[src/rtl/reg_file_mp_pkg.sv]
// Shared constants for the multi-port register file: default geometry and
// the byte-strobe width helper used by the RTL and the testbench.
package reg_file_mp_pkg;

  localparam int unsigned DEF_DATA_WIDTH = 32;
  localparam int unsigned DEF_ADDR_WIDTH = 5;
  localparam int unsigned DEF_NUM_RD     = 2;

  // Number of byte strobes for an entry of the given width.
  function automatic int unsigned strb_width(input int unsigned data_width);
    return data_width / 8;
  endfunction

endpackage

[src/rtl/reg_file_rd_port.sv]
// One asynchronous read port of reg_file_mp.
// Ports:
//   raddr          - read address
//   mem            - full storage array (byte-organised entries)
//   we0/1          - effective write enables (already gated by reset/zero entry)
//   waddr0/1       - write addresses
//   strb0/1        - effective strobes (port 0 already masked by port 1 priority)
//   wdata0/1       - write data
//   rdata          - read data for this port (combinational)
module reg_file_rd_port
  import reg_file_mp_pkg::*;
#(
  parameter int unsigned DATA_WIDTH = DEF_DATA_WIDTH,
  parameter int unsigned ADDR_WIDTH = DEF_ADDR_WIDTH,
  parameter int unsigned ZERO_REG   = 1,
  parameter int unsigned BYPASS     = 0,
  localparam int unsigned STRB_WIDTH = strb_width(DATA_WIDTH),
  localparam int unsigned DEPTH      = 2 ** ADDR_WIDTH
) (
  input  logic [ADDR_WIDTH-1:0]           raddr,
  input  logic [STRB_WIDTH-1:0][7:0]      mem [DEPTH],
  input  logic                            we0,
  input  logic [ADDR_WIDTH-1:0]           waddr0,
  input  logic [STRB_WIDTH-1:0]           strb0,
  input  logic [STRB_WIDTH-1:0][7:0]      wdata0,
  input  logic                            we1,
  input  logic [ADDR_WIDTH-1:0]           waddr1,
  input  logic [STRB_WIDTH-1:0]           strb1,
  input  logic [STRB_WIDTH-1:0][7:0]      wdata1,
  output logic [STRB_WIDTH-1:0][7:0]      rdata
);

  logic hit0_c;
  logic hit1_c;

  assign hit0_c = (BYPASS != 0) && we0 && (waddr0 == raddr);
  assign hit1_c = (BYPASS != 0) && we1 && (waddr1 == raddr);

  // Storage value with bypassed bytes overlaid, port 1 taking precedence.
  always_comb begin
    rdata = mem[raddr];
    for (int b = 0; b < STRB_WIDTH; b++) begin
      if (hit1_c && strb1[b]) begin
        rdata[b] = wdata1[b];
      end else if (hit0_c && strb0[b]) begin
        rdata[b] = wdata0[b];
      end
    end
    if ((ZERO_REG != 0) && (raddr == '0)) begin
      rdata = '0;
    end
  end

endmodule

[src/rtl/reg_file_mp.sv]
// Parametrised register file: NUM_RD asynchronous read ports, two
// byte-strobed write ports (port 1 wins per byte on address conflicts),
// optional hardwired-zero entry 0 and optional write-to-read bypass.
// Ports:
//   clk, rst                     - clock, synchronous active-high reset
//   wen0/waddr0/wstrb0/wdata0    - write port 0
//   wen1/waddr1/wstrb1/wdata1    - write port 1 (higher priority)
//   raddr                        - packed read addresses, port k at [k*ADDR_WIDTH +: ADDR_WIDTH]
//   rdata                        - packed read data, port k at [k*DATA_WIDTH +: DATA_WIDTH]
module reg_file_mp
  import reg_file_mp_pkg::*;
#(
  parameter int unsigned DATA_WIDTH = DEF_DATA_WIDTH,
  parameter int unsigned ADDR_WIDTH = DEF_ADDR_WIDTH,
  parameter int unsigned NUM_RD     = DEF_NUM_RD,
  parameter int unsigned ZERO_REG   = 1,
  parameter int unsigned BYPASS     = 0,
  localparam int unsigned STRB_WIDTH = strb_width(DATA_WIDTH),
  localparam int unsigned DEPTH      = 2 ** ADDR_WIDTH
) (
  input  logic                             clk,
  input  logic                             rst,
  input  logic                             wen0,
  input  logic [ADDR_WIDTH-1:0]            waddr0,
  input  logic [STRB_WIDTH-1:0]            wstrb0,
  input  logic [DATA_WIDTH-1:0]            wdata0,
  input  logic                             wen1,
  input  logic [ADDR_WIDTH-1:0]            waddr1,
  input  logic [STRB_WIDTH-1:0]            wstrb1,
  input  logic [DATA_WIDTH-1:0]            wdata1,
  input  logic [NUM_RD*ADDR_WIDTH-1:0]     raddr,
  output logic [NUM_RD*DATA_WIDTH-1:0]     rdata
);

  logic [STRB_WIDTH-1:0][7:0] mem_q [DEPTH];
  logic [STRB_WIDTH-1:0][7:0] wdata0_b;
  logic [STRB_WIDTH-1:0][7:0] wdata1_b;
  logic                       we0_c;
  logic                       we1_c;
  logic [STRB_WIDTH-1:0]      strb0_c;

  assign wdata0_b = wdata0;
  assign wdata1_b = wdata1;

  // Effective enables: reset discards writes, zero entry swallows them.
  assign we0_c = wen0 && !rst && !((ZERO_REG != 0) && (waddr0 == '0));
  assign we1_c = wen1 && !rst && !((ZERO_REG != 0) && (waddr1 == '0));

  // Port 0 loses any byte port 1 also strobes at the same address.
  assign strb0_c = (we1_c && (waddr0 == waddr1)) ? (wstrb0 & ~wstrb1) : wstrb0;

  // Storage update; the two ports never write the same byte after masking.
  always_ff @(posedge clk) begin
    if (rst) begin
      for (int e = 0; e < DEPTH; e++) begin
        mem_q[e] <= '0;
      end
    end else begin
      for (int b = 0; b < STRB_WIDTH; b++) begin
        if (we0_c && strb0_c[b]) begin
          mem_q[waddr0][b] <= wdata0_b[b];
        end
        if (we1_c && wstrb1[b]) begin
          mem_q[waddr1][b] <= wdata1_b[b];
        end
      end
    end
  end

  for (genvar k = 0; k < NUM_RD; k++) begin : g_rd
    reg_file_rd_port #(
      .DATA_WIDTH (DATA_WIDTH),
      .ADDR_WIDTH (ADDR_WIDTH),
      .ZERO_REG   (ZERO_REG),
      .BYPASS     (BYPASS)
    ) u_rd (
      .raddr  (raddr[k*ADDR_WIDTH +: ADDR_WIDTH]),
      .mem    (mem_q),
      .we0    (we0_c),
      .waddr0 (waddr0),
      .strb0  (strb0_c),
      .wdata0 (wdata0_b),
      .we1    (we1_c),
      .waddr1 (waddr1),
      .strb1  (wstrb1),
      .wdata1 (wdata1_b),
      .rdata  (rdata[k*DATA_WIDTH +: DATA_WIDTH])
    );
  end

endmodule

[config.mk]
export PLATFORM = sky130hd
export DESIGN_NAME = reg_file_mp
export DESIGN_NICKNAME = d
export VERILOG_FILES = /design/src/rtl/reg_file_mp_pkg.sv /design/src/rtl/reg_file_rd_port.sv /design/src/rtl/reg_file_mp.sv
export SDC_FILE = /design/constraint.sdc
export NUM_CORES = 2
export LEC_CHECK = 0
export CELL_PAD_IN_SITES_DETAIL_PLACEMENT = 1
export CELL_PAD_IN_SITES_GLOBAL_PLACEMENT = 2
export CORE_MARGIN = 2
export CORE_UTILIZATION = 41
export CTS_CLUSTER_SIZE = 14
export DETAILED_ROUTE_END_ITERATION = 12
export PLACE_DENSITY_LB_ADDON = 0.08
export SLEW_MARGIN = 10
export SYNTH_ARGS = -nofsm -noshare
export SYNTH_HDL_FRONTEND = slang
export SYNTH_SLANG_ARGS = --single-unit
[constraint.sdc]
create_clock -name clk -period 4.2 [get_ports clk]
set_input_delay 0.84 -clock clk [delete_from_list [all_inputs] [get_ports clk]]
set_output_delay 0.84 -clock clk [all_outputs]
set_load 0.02 [all_outputs]
==> parameters.txt <==
Parameter                              Value

Power
  IR drop worst, VDD    ~0.33 mV
  Power density cells    around 330 mW/mm2
  P_leak    23.4 nW

STA
  Final Skew    0 ns
  Worst slew margin    roughly 16%
  Transition time at the pin with the least slew margin    1.26 ns
  Final clock period utilization by the worst path    101%
  Tmin final    about 4.2 ns
  Total count of hold-check failures in the final report    0
  Min setup slack post-route    -0.0215 ns
  Final-report max-slew violation count    0
  Number of setup violations in the final report    2
  Top achievable clock speed    around 0.24 GHz

Worst setup path
  CP Class    input port to output port
  Endpoint class of the critical path    output port
  Crit-path cells    buf_12 -> buf_16 -> buf_12 -> mux4_2 -> mux2i_1 -> o2111a_1 -> a2111oi_1 -> buf_4 -> buf_4
  Highest cell delay on the worst timing path    between 0.4 and 0.5 ns
  Start of the worst register-to-register path    mem_q[878]$_SDFF_PP0_
  Worst Path Required    3.36 ns
  Critical path origin    raddr[1]
  Kind of cell with the highest combined delay on the critical path    buffers and inverters
  Crit-path slowest cell    sky130_fd_sc_hd__a2111oi_1
  R2R depth    2
  Data arrival time of the critical path    about 3.4 ns
  Slack of the worst reg-to-reg path    between 3 and 4 ns
  WP buf/inv    5
  Reg-to-reg endpoint    mem_q[878]$_SDFF_PP0_
  CP max FO    40
  Kind of start point of the critical path    input port

Logic synthesis
  Post-Synthesis Net Count    around 7000
  Portion of the post-synthesis area used by sequential elements    between 30% and 40%
  Cells taking the most area after synthesis    sky130_fd_sc_hd__dfxtp_1, sky130_fd_sc_hd__mux4_2, sky130_fd_sc_hd__mux2i_1
  Number of distinct library cells after synthesis    between 50 and 60
  Area leader, netlist    sky130_fd_sc_hd__dfxtp_1
  Syn Area/Cell    roughly 9.2 um2
  Register bit count reported by yosys    1024
  Gate count after technology mapping    6936
  Yosys warnings    0
  Area of the mapped netlist    roughly 0.064 mm2
  Most frequent cells after synthesis    sky130_fd_sc_hd__dfxtp_1, sky130_fd_sc_hd__nor2_1, sky130_fd_sc_hd__clkbuf_1
  Top-area cell type share of the netlist area    32.1%
  Proportion of register bits with asynchronous set or reset after synthesis    0%
  Number of synthesized flops with an enable pin    0
  Cell with the most instances after synthesis    sky130_fd_sc_hd__dfxtp_1
  Main flop type after synthesis    sky130_fd_sc_hd__dfxtp_1

Detailed routing
  Antenna Nets Post-Route    0
  Pre-antenna DRT Iters    7
  Via count of the routed design    64238
  Initial drt markers    about 7200
  Total DRC errors in the routed layout    0
  Via/cell ratio    7.14
  Final WL    about 330000 um
  Routed wire per std cell    between 30 and 40 um

Hold path
  Hold EP    mem_q[1021]$_SDFF_PP0_
  Class of the tightest hold or removal check    flop to flop
  Hold depth    1
  Startpoint of the most critical hold path    mem_q[1021]$_SDFF_PP0_

CTS
  H-Tree Level Count    3
  Master cell of the clock root buffer    sky130_fd_sc_hd__clkbuf_16
  CTS tree    built
  Clock slew at reported path FFs    0.06 ns
  Longest Clk Path Bufs    3
  Clock sink count    approximately 1000
  Post-CTS setup-driven buffer insertion count    0
  Total CTS buffers    121
  Clock latency on the worst-skew pair    approximately 0.77 ns

Cells and area
  Proportion of layout cells with a drive suffix above 1    between 20% and 30%
  Largest Register    mem_q
  Sequential cell area in the final layout    between 0.02 and 0.025 mm2
  Largest registers    mem_q: 1024 flops
  Max FFs per register    around 1000
  Finished Cell Area    around 0.074 mm2
  Area added between synthesis and finish    16.0%
  Total number of nets in the final design    around 6900
  Filler cell count    between 15000 and 20000
  Final std cells w/o fill    roughly 9000
  Total area of multi-input combinational cells    about 0.04 mm2

Die
  Total die area    0.159 mm2
  Chip Height    approximately 400 um
  Starting density of the core    41.4%
  Number of I/O pins    160
  Number of rows in the core area    between 100 and 150
  Horizontal extent of the die    around 400 um
  Standard cell core area    0.154 mm2

Status
  Failing checks    negative setup slack
  Result of the run    complete, but fails checks

Placement
  # port buffers    ~160
  Total instance count after detailed placement    8766
  Weighted congestion reported at the end of routability-driven placement    between 0.9 and 1
  Post-placement cell area    between 0.06 and 0.07 mm2
  Dpl hpwl    around 220000 um

Flow run
  Number of max-capacitance violations reported    0

GRT
  Largest net degree at the start of global routing    180
  Tot GR Track Use    40.0%
  Vias in the first global route    64361
  Grt ovf    0
  Global-route wire length before repair    approximately 470000 um
  Number of antenna violations at the first check in global routing    22
==> timing repair <==
action                     CTS  global route
hold buffers                 0             0
gates cloned                 0             0
setup endpoints to repair   14             5
resized for setup           14             5
==> stage by stage <==
stage               util (%)  TNS, ns  worst slack, ns  total power [mW]  hold WS (ns)
floorplan                  -        0           0.0745              11.6         0.433
global placement        45.3    -3.15           -0.218              13.0         0.448
detailed placement      45.3    -4.83           -0.305              13.0         0.457
CTS                     48.0        0          0.00598              24.2         0.467
global route            48.0  -0.0302          -0.0302              24.7         0.469
finish                  48.0  -0.0217          -0.0215              24.3         0.468
==> report_power, final <==
| part | internal (mW) | total, mW | leakage (nW) | switching [mW] |
|---|---|---|---|---|
| logic | 0.942 | 3.10 | 13.1 | 2.16 |
| clock network | 6.54 | 11.3 | 2.02 | 4.80 |
| registers | 9.77 | 9.83 | 8.25 | 0.0544 |
| total | 17.2 | 24.3 | 23.4 | 7.01 |
==> cells by family (layout without fill, tap and decap cells) <==
kind of cell / after synthesis / in the layout / share of synthesized area, %
flip-flops: 1024 / 1024 / 32.1
AO/OA/AOI/OAI: 1966 / 1966 / 23.3
XOR/XNOR: 5 / 5 / 0.0685
AND/OR/NAND/NOR: 2007 / 2007 / 13.5
other: 0 / 9 / 0
buffers and inverters: 917 / 929 / 5.67
multiplexers: 1017 / 1017 / 25.4
==> layout by cell type, fill, tap and decap left out, types with 8 or more instances in the layout <==
cell type and n:
sky130_fd_sc_hd__o21bai_1 68, sky130_fd_sc_hd__o22ai_1 31, sky130_fd_sc_hd__clkbuf_1 31, sky130_fd_sc_hd__buf_12 89, sky130_fd_sc_hd__a311oi_1 548, sky130_fd_sc_hd__mux2_2 32, sky130_fd_sc_hd__clkdlybuf4s50_1 118, sky130_fd_sc_hd__o2111a_1 59
sky130_fd_sc_hd__o311ai_2 8, sky130_fd_sc_hd__nand3_1 618, sky130_fd_sc_hd__a221oi_1 29, sky130_fd_sc_hd__a211oi_1 376, sky130_fd_sc_hd__a2111oi_1 19, sky130_fd_sc_hd__bufinv_16 13, sky130_fd_sc_hd__buf_4 481, sky130_fd_sc_hd__nand2_1 292
sky130_fd_sc_hd__a221o_1 18, sky130_fd_sc_hd__nor2b_1 37, sky130_fd_sc_hd__a21oi_1 30, sky130_fd_sc_hd__diode_2 9, sky130_fd_sc_hd__a31oi_1 68, sky130_fd_sc_hd__clkinv_2 26, sky130_fd_sc_hd__dfxtp_1 1024, sky130_fd_sc_hd__a2111oi_2 11
sky130_fd_sc_hd__o21ai_0 635, sky130_fd_sc_hd__clkbuf_16 123, sky130_fd_sc_hd__nor2_4 16, sky130_fd_sc_hd__nor3_1 11, sky130_fd_sc_hd__mux4_2 481, sky130_fd_sc_hd__nand3b_1 21, sky130_fd_sc_hd__nor2_2 8, sky130_fd_sc_hd__clkbuf_8 23
sky130_fd_sc_hd__a311oi_4 39, sky130_fd_sc_hd__mux2i_1 504, sky130_fd_sc_hd__nor2_1 957
==> area by class of cell <==
cell class | instances | share of cell area [%]
clock inverter | 51 | 0.862
tap | 2044 | 3.45
timing repair buffer | 697 | 9.04
clock buffer | 175 | 4.70
sequential | 1024 | 27.6
antenna | 9 | 0.0304
inverter | 6 | 0.0304
multi-input combinational | 4995 | 54.2
==> layer usage <==
layer  routed length (um)  global-route usage (%)
met1               130000                    51.9
met2               146000                    61.6
met3                30500                    9.77
met4                18800                    21.1
met5                  138                       0
==> worst reg2reg max path, delay by kind of cell, from the launching register on <==
family          cells  cell delay, ns
flops               1            0.42
compound gates      2            0.49
==> worst max path at each step <==
stage,to,slack (ns),cells past startpoint
after floorplan,rdata[31],0.07,6
after global placement,rdata[10],-0.22,8
after detailed placement,rdata[10],-0.30,8
after CTS,rdata[11],0.006,8
after global routing,rdata[10],-0.03,7
final,rdata[7],-0.02,9
(Power assumes the default switching activity.)
